==> config.mk <==
export PLATFORM = sky130hd
export DESIGN_NAME = if_stage
export DESIGN_NICKNAME = d
export VERILOG_FILES = /design/src/rtl/if_stage_pkg.sv /design/src/rtl/if_stage_if_id_reg.sv /design/src/rtl/if_stage.sv
export SDC_FILE = /design/constraint.sdc
export NUM_CORES = 1
export LEC_CHECK = 0
export CAP_MARGIN = 25
export CELL_PAD_IN_SITES_DETAIL_PLACEMENT = 1
export CELL_PAD_IN_SITES_GLOBAL_PLACEMENT = 1
export CORE_AREA = 2 2 142 144
export DETAILED_ROUTE_END_ITERATION = 10
export DIE_AREA = 0 0 144 146
export PLACE_DENSITY = 0.88
export SKIP_CTS_REPAIR_TIMING = 1
export SYNTH_ARGS = -nofsm -noshare
export SYNTH_HDL_FRONTEND = slang
export SYNTH_HIERARCHICAL = 1
export SYNTH_SLANG_ARGS = --single-unit
==> constraint.sdc <==
create_clock -name clk -period 2.5 [get_ports clk]
set_input_delay 0.625 -clock clk [delete_from_list [all_inputs] [get_ports clk]]
set_output_delay 0.625 -clock clk [all_outputs]
set_load 0.05 [all_outputs]
==> src/rtl/if_stage_pkg.sv <==
// Shared definitions for the instruction fetch stage: fetch FSM encoding,
// datapath widths and the bubble instruction.
package if_stage_pkg;

    localparam int XLEN = 32;
    localparam int OP_W = 5;
    localparam logic [XLEN-1:0] DEFAULT_NOP = 32'h0000_0013;

    typedef enum logic [1:0] {
        S_REQ  = 2'd0,
        S_WAIT = 2'd1,
        S_HOLD = 2'd2,
        S_DROP = 2'd3
    } fetch_state_t;

    function automatic logic [XLEN-1:0] align_word(input logic [XLEN-1:0] addr);
        return {addr[XLEN-1:2], 2'b00};
    endfunction

endpackage

==> src/rtl/if_stage_if_id_reg.sv <==
// IF/ID pipeline register: flush beats load, load beats hold; when neither
// loading nor held, the consumed instruction is replaced by a bubble.
module if_id_reg
    import if_stage_pkg::*;
#(
    parameter logic [XLEN-1:0] NOP_INST = DEFAULT_NOP
) (
    input  logic            clk,
    input  logic            rstn,
    input  logic            load,
    input  logic            hold,
    input  logic            flush,
    input  logic [XLEN-1:0] load_pc,
    input  logic [XLEN-1:0] load_inst,
    output logic            valid,
    output logic [XLEN-1:0] pc,
    output logic [XLEN-1:0] inst
);

    always_ff @(posedge clk or negedge rstn) begin
        if (!rstn) begin
            valid <= 1'b0;
            pc    <= '0;
            inst  <= NOP_INST;
        end else if (flush) begin
            valid <= 1'b0;
            inst  <= NOP_INST;
        end else if (load) begin
            valid <= 1'b1;
            pc    <= load_pc;
            inst  <= load_inst;
        end else if (!hold) begin
            valid <= 1'b0;
            inst  <= NOP_INST;
        end
    end

endmodule

==> src/rtl/if_stage.sv <==
// Instruction fetch stage: single-outstanding imem fetch FSM, a one-entry
// hold buffer for responses arriving under decode stall, and the IF/ID register.
module if_stage
    import if_stage_pkg::*;
#(
    parameter logic [XLEN-1:0] RESET_PC = 32'h0000_0000,
    parameter logic [XLEN-1:0] NOP_INST = DEFAULT_NOP
) (
    input  logic            clk,
    input  logic            rstn,
    output logic            imem_req,
    output logic [XLEN-1:0] imem_addr,
    input  logic            imem_gnt,
    input  logic            imem_rvalid,
    input  logic [XLEN-1:0] imem_rdata,
    input  logic            id_stall,
    input  logic            redirect,
    input  logic [XLEN-1:0] redirect_pc,
    output logic            if_id_valid,
    output logic [XLEN-1:0] if_id_pc,
    output logic [XLEN-1:0] if_id_inst,
    output logic [OP_W-1:0] if_id_op
);

    fetch_state_t    state_reg, state_next;
    logic [XLEN-1:0] pc_reg, pc_next;
    logic            hold_valid_reg;
    logic [XLEN-1:0] hold_pc_reg, hold_inst_reg;
    logic            hold_load, ifid_load, from_hold;
    logic [XLEN-1:0] ifid_pc_in, ifid_inst_in;

    // In S_DROP a redirect keeps waiting for the orphaned response, so the
    // single-outstanding rule holds even across back-to-back redirects.
    always_comb begin
        state_next = state_reg;
        pc_next    = pc_reg;
        hold_load  = 1'b0;
        ifid_load  = 1'b0;
        from_hold  = 1'b0;
        case (state_reg)
            S_REQ: begin
                if (redirect)      state_next = imem_gnt ? S_DROP : S_REQ;
                else if (imem_gnt) state_next = S_WAIT;
            end
            S_WAIT: begin
                if (redirect) begin
                    state_next = imem_rvalid ? S_REQ : S_DROP;
                end else if (imem_rvalid) begin
                    pc_next = pc_reg + 32'd4;
                    if (id_stall) begin
                        hold_load  = 1'b1;
                        state_next = S_HOLD;
                    end else begin
                        ifid_load  = 1'b1;
                        state_next = S_REQ;
                    end
                end
            end
            S_HOLD: begin
                if (redirect) begin
                    state_next = S_REQ;
                end else if (!id_stall) begin
                    ifid_load  = hold_valid_reg;
                    from_hold  = 1'b1;
                    state_next = S_REQ;
                end
            end
            S_DROP: begin
                if (imem_rvalid) state_next = S_REQ;
            end
            default: state_next = S_REQ;
        endcase
        if (redirect) pc_next = align_word(redirect_pc);
    end

    always_ff @(posedge clk or negedge rstn) begin
        if (!rstn) begin
            state_reg      <= S_REQ;
            pc_reg         <= align_word(RESET_PC);
            hold_valid_reg <= 1'b0;
            hold_pc_reg    <= '0;
            hold_inst_reg  <= NOP_INST;
        end else begin
            state_reg <= state_next;
            pc_reg    <= pc_next;
            if (redirect || from_hold) begin
                hold_valid_reg <= 1'b0;
            end else if (hold_load) begin
                hold_valid_reg <= 1'b1;
                hold_pc_reg    <= pc_reg;
                hold_inst_reg  <= imem_rdata;
            end
        end
    end

    assign imem_req     = rstn && (state_reg == S_REQ);
    assign imem_addr    = pc_reg;
    assign ifid_pc_in   = from_hold ? hold_pc_reg   : pc_reg;
    assign ifid_inst_in = from_hold ? hold_inst_reg : imem_rdata;

    if_id_reg #(
        .NOP_INST (NOP_INST)
    ) u_if_id_reg (
        .clk       (clk),
        .rstn      (rstn),
        .load      (ifid_load),
        .hold      (id_stall),
        .flush     (redirect),
        .load_pc   (ifid_pc_in),
        .load_inst (ifid_inst_in),
        .valid     (if_id_valid),
        .pc        (if_id_pc),
        .inst      (if_id_inst)
    );

    assign if_id_op = if_id_inst[6:2];

endmodule

# --- Yosys cells after proc, flatten, opt, wreduce, memory -nomap -nowiden ---
# Index checks and enable logic that the tools add are counted.
word_totals:
  reg_bits: 164
  word_cells: 65
op_classes:
  addsub: 1
  eq_ne: 8
  muxes: 36
  n_bitwise: 2
  reduce_logical: 10
op_table:
  columns: ["cell", "count"]
  rows:
  - ["32-bit two-way mux", 8]
  - ["32-bit by 3-bit adder with 32-bit output, second input constant", 1]
  - ["2-bit two-way mux", 10]
  - ["1-bit two-way mux", 16]
  - ["3-bit != test, second input constant", 3]
  - ["2-bit one-hot mux with 4 select lines", 1]
  - ["2-bit AND reduction", 3]
  - ["2-bit nonzero test", 3]
  - ["2-bit equality test, second input constant", 2]
  - ["4-bit AND reduction", 1]
  - ["3-bit by 1-bit != test with 1-bit output, second input constant", 1]
  - ["2-bit by 1-bit equality test with 1-bit output, second input constant", 1]
  - ["2-bit zero test", 1]
  - ["2-bit != test, second input constant", 1]
  - ["1-bit inverter", 2]
  - ["1-bit one-hot mux with 2 select lines", 1]
  - ["1-bit logical AND", 1]
  - ["1-bit logical OR", 1]

# --- Longest topological paths before layout ---
logic_depth:
  ltp_word: 6
  ltp_mapped: 9

# --- Hierarchy ---
# Netlist, hierarchy kept.
modules_own_cells:
  columns: ["mod", "instances", "cells_each", "area_each_um2", "seq_area_each_um2"]
  rows:
  - ["if_stage", 1, 431, 5039.8, 2381.0]
  - ["if_id_reg", 1, 205, 2661.3, 1630.3]

# --- Worst setup path before layout ---
# Ideal clock, no wire load.
synth_path:
  path_kind: "register -> register"
  start: "register pc_reg[2], in the netlist imem_addr[2]"
  end: "register pc_reg[26], in the netlist imem_addr[26]"
  arrival_time_ns: 2.102
  required_ns: 2.418
  setup_slack_ns: 0.316
  path_stages_with_launch: 7
  n_path_buf: 0
  period_less_slack_ns: 2.184
  path_cell_list: "dfrtp_1 -> ha_1 -> nand4_1 -> nor3_4 -> nand4b_4 -> or3_1 -> a31oi_1"
synth_via:
  elab_chain_cells: 4
synth_rtl:
  columns: ["item", "line_no", "text"]
  rows:
  - ["start: declaration", "if_stage.sv:26", "logic [XLEN-1:0] pc_reg, pc_next;"]
  - ["start signal: assignment", "if_stage.sv:79", "pc_reg <= align_word(RESET_PC);"]
  - ["start signal: assignment", "if_stage.sv:85", "pc_reg <= pc_next;"]
  - ["32-bit by 3-bit adder with 32-bit output", "if_stage.sv:49", "pc_next = pc_reg + 32'd4;"]
  - ["32-bit two-way mux", "if_stage.sv:48", "end else if (imem_rvalid) begin"]
  - ["32-bit two-way mux", "if_stage.sv:40", "case (state_reg)"]
  - ["32-bit two-way mux", "if_stage.sv:73", "if (redirect) pc_next = align_word(redirect_pc);"]
# Every way passes these cells. The select of a mux whose other input is x is not followed.
# A chain may end at the register's enable or synchronous reset.

# --- Worst setup path after layout ---
layout_path:
  start: "register pc_reg[5], in the netlist imem_addr[5]"
  end: "output port imem_addr[5]"
layout_rtl:
  columns: ["item", "line_no", "text"]
  rows:
  - ["end: declaration", "if_stage.sv:12", "output logic [XLEN-1:0] imem_addr,"]
# No word-level cell between the ends.

==> metrics <==
largest net degree at the start of global routing 161; CORE AREA 0.0193 mm^2; Synth top area share 0.500; Ys Warns 6; Post-Syn Area 0.00770 mm^2; met2 usage 0.353; GR Util All Layers 0.209; layout cell share with drive strength beyond 1 0.285; initial core utilization 0.398; # setup viols final 0; first-pass GRT wire length 34.2 mm; max incr delay on CP 0.88 ns; share of synthesized flip-flops with an asynchronous set or reset 1.00; DRT antenna net count 0; top cells by area, synth dfrtp_1 (50%), mux2_2 (19%), mux2_4 (5.3%); RSZ-0062 raised after global routing false; hpwl dp 14.1 mm; Post-synth top cells dfrtp_1 (154), mux2_2 (127), nand2_1 (92); vias 5624; Setup TNS Final 0 ns; relative slew slack 0.405; met1 Resource Use GR 0.266; Post-Route Skew 0.0105 ns; Die Area 0.0210 mm^2; most used routing layer met2; Worst-Skew Late Latency 0.42 ns; final hold vios 0; Pwr Density 938 mW/mm^2; total wire length 21.4 mm; WS Path Type register to output pin; drt first pass iters 4; Longest Clk Path Bufs 2; area grow syn2layout 35.0%; Die Y 146 um; Die Wd 144 um; placed insts 1053; drt wl/cell 19.7 um; Hold Path Class primary input to asynchronous set/reset pin; max_cap viols 0; Leak 4.34 nW; Worst setup SP type register; outcome finished clean; maximum vdd drop 0.459 mV; Required @ worst endpoint 1.88 ns; Main synth FF type dfrtp_1; final worst-path cycle share 0.970; register area share after synthesis 0.521; Cell Chain, Critical Path clkdlybuf4s50_1; slew at the pin closest to its max-slew limit 0.893 ns; Arr. time, crit path 1.80 ns; Rows 51; CP max FO 7; max-slew violation count 0; Avg Cell Area, Syn 12.1 um^2; CTS tree done; crit-path leading delay family buffers and inverters; clk sinks 160; Final GP Congestion 0.750; CTS clk-pin slew, worst paths 0.07 ns; CTS Root Cell clkbuf_16; Post-synth EDFFs 0; global routing usage on met3 0.0619; Num CTS Buffers 17; Period minus WS final 2.43 ns; fmax 412 MHz; slowest CP cell clkdlybuf4s50_1; synthesized instance count 636; DRC 0; Total Nets Final 883; io pins 173; vias per cell 5.17; Buf+Inv Stages, Crit Path 1; Port Buffers 168; iteration-0 DRC count of the detailed router 185; initial antenna violation count 2; Layout Cells excl Fill 1087; number of H-tree levels 4; number of synthesized register bits 160; synth unique cells 51; Synth area leader dfrtp_1; Overflow after GRT 0; number of global-route vias before repair 6194; top-count cell post-synth dfrtp_1; CP Capture Type output pin
## power breakdown
part	internal (W)	switching [W]	leakage, nW
combinational	0.00155	0.00183	2.04
clock	0.00130	0.00118	0.269
sequential	0.00339	0.000495	2.02
total	0.00624	0.00350	4.34
## cell type report
class	instances	area [um^2]
sequential	160	4010
clock buffer	17	425
multi-input combinational	422	3420
inverter	10	37.5
clock inverter	15	123
fill	1978	8940
timing repair buffer	196	2040
tap	265	332
antenna	2	5.00
## cells by family (layout without fill, tap and decap cells)
family | after synthesis | in the layout | synth area share
AOI/OAI and AO/OA | 79 | 79 | 0.0637
other | 1 | 6 | 0.000487
muxes | 157 | 157 | 0.242
DFF | 160 | 160 | 0.521
xor gates and xnor gates | 23 | 23 | 0.0262
adders and majority gates | 6 | 6 | 0.00975
and+or+nand+nor | 153 | 153 | 0.0965
buffers and inverters | 57 | 238 | 0.0403
## cell usage in the layout (no fill, tap or decap), types with 3 or more instances in the layout
master	count
a32o_1	3
xnor2_1	11
nand4_1	10
nand2_1	92
clkinv_2	3
o22ai_1	26
ha_1	6
dfrtp_1	154
xor2_1	12
mux2_4	27
clkdlybuf4s50_1	164
clkbuf_16	17
mux2_2	127
o21ai_1	4
inv_1	10
or3_1	3
nor2_1	12
o32a_1	3
mux2i_1	3
buf_12	12
conb_1	4
inv_6	6
o21ai_0	26
nand3_1	7
nor3_1	4
buf_4	17
and3_1	5
a31oi_1	8
dfstp_2	6
## worst register-to-register path, delay by kind of cell (launching register included)
kind | cells | cell delay, ns
mux | 1 | 0.18
buf+inv | 3 | 0.52
simple gates | 4 | 0.77
flops | 1 | 0.40
fa+ha+maj | 1 | 0.27
## through the flow
step                      cell area, um^2  hold WS [ns]  setup WS, ns  utilization  power, W
final                               10400         0.365        0.0750        0.538   0.00975
after global placement               9840         0.463       -0.0420        0.509   0.00715
after floorplan                      7710         0.329         0.316            -   0.00607
after global routing                10400         0.423        0.0165        0.537    0.0102
after detailed placement             9840         0.480       -0.0940        0.509   0.00733
after CTS                           10400         0.419        0.0105        0.537   0.00985
## worst paths after layout
kind | start | to | slack (ns) | cells past startpoint
min in group clk | hold_pc_reg[25] | hold_pc_reg[25] | 0.49 | 2
max in group asynchronous | rstn | hold_inst_reg[7] | 1.48 | 2
worst max register to register | state_reg[1] | imem_addr[31] | 0.24 | 9
worst min register to register | hold_pc_reg[25] | hold_pc_reg[25] | 0.49 | 2
worst min-delay path | rstn | imem_addr[11] | 0.37 | 2
worst max-delay path | imem_addr[5] | imem_addr[5] | 0.07 | 1
## per-layer routing
metal | routed length, um | part of all wire
met3 | 1500 | 0.070
met4 | 150 | 0.0070
met2 | 10600 | 0.50
met5 | 0 | 0
met1 | 9090 | 0.43
(Power assumes the default switching activity.)
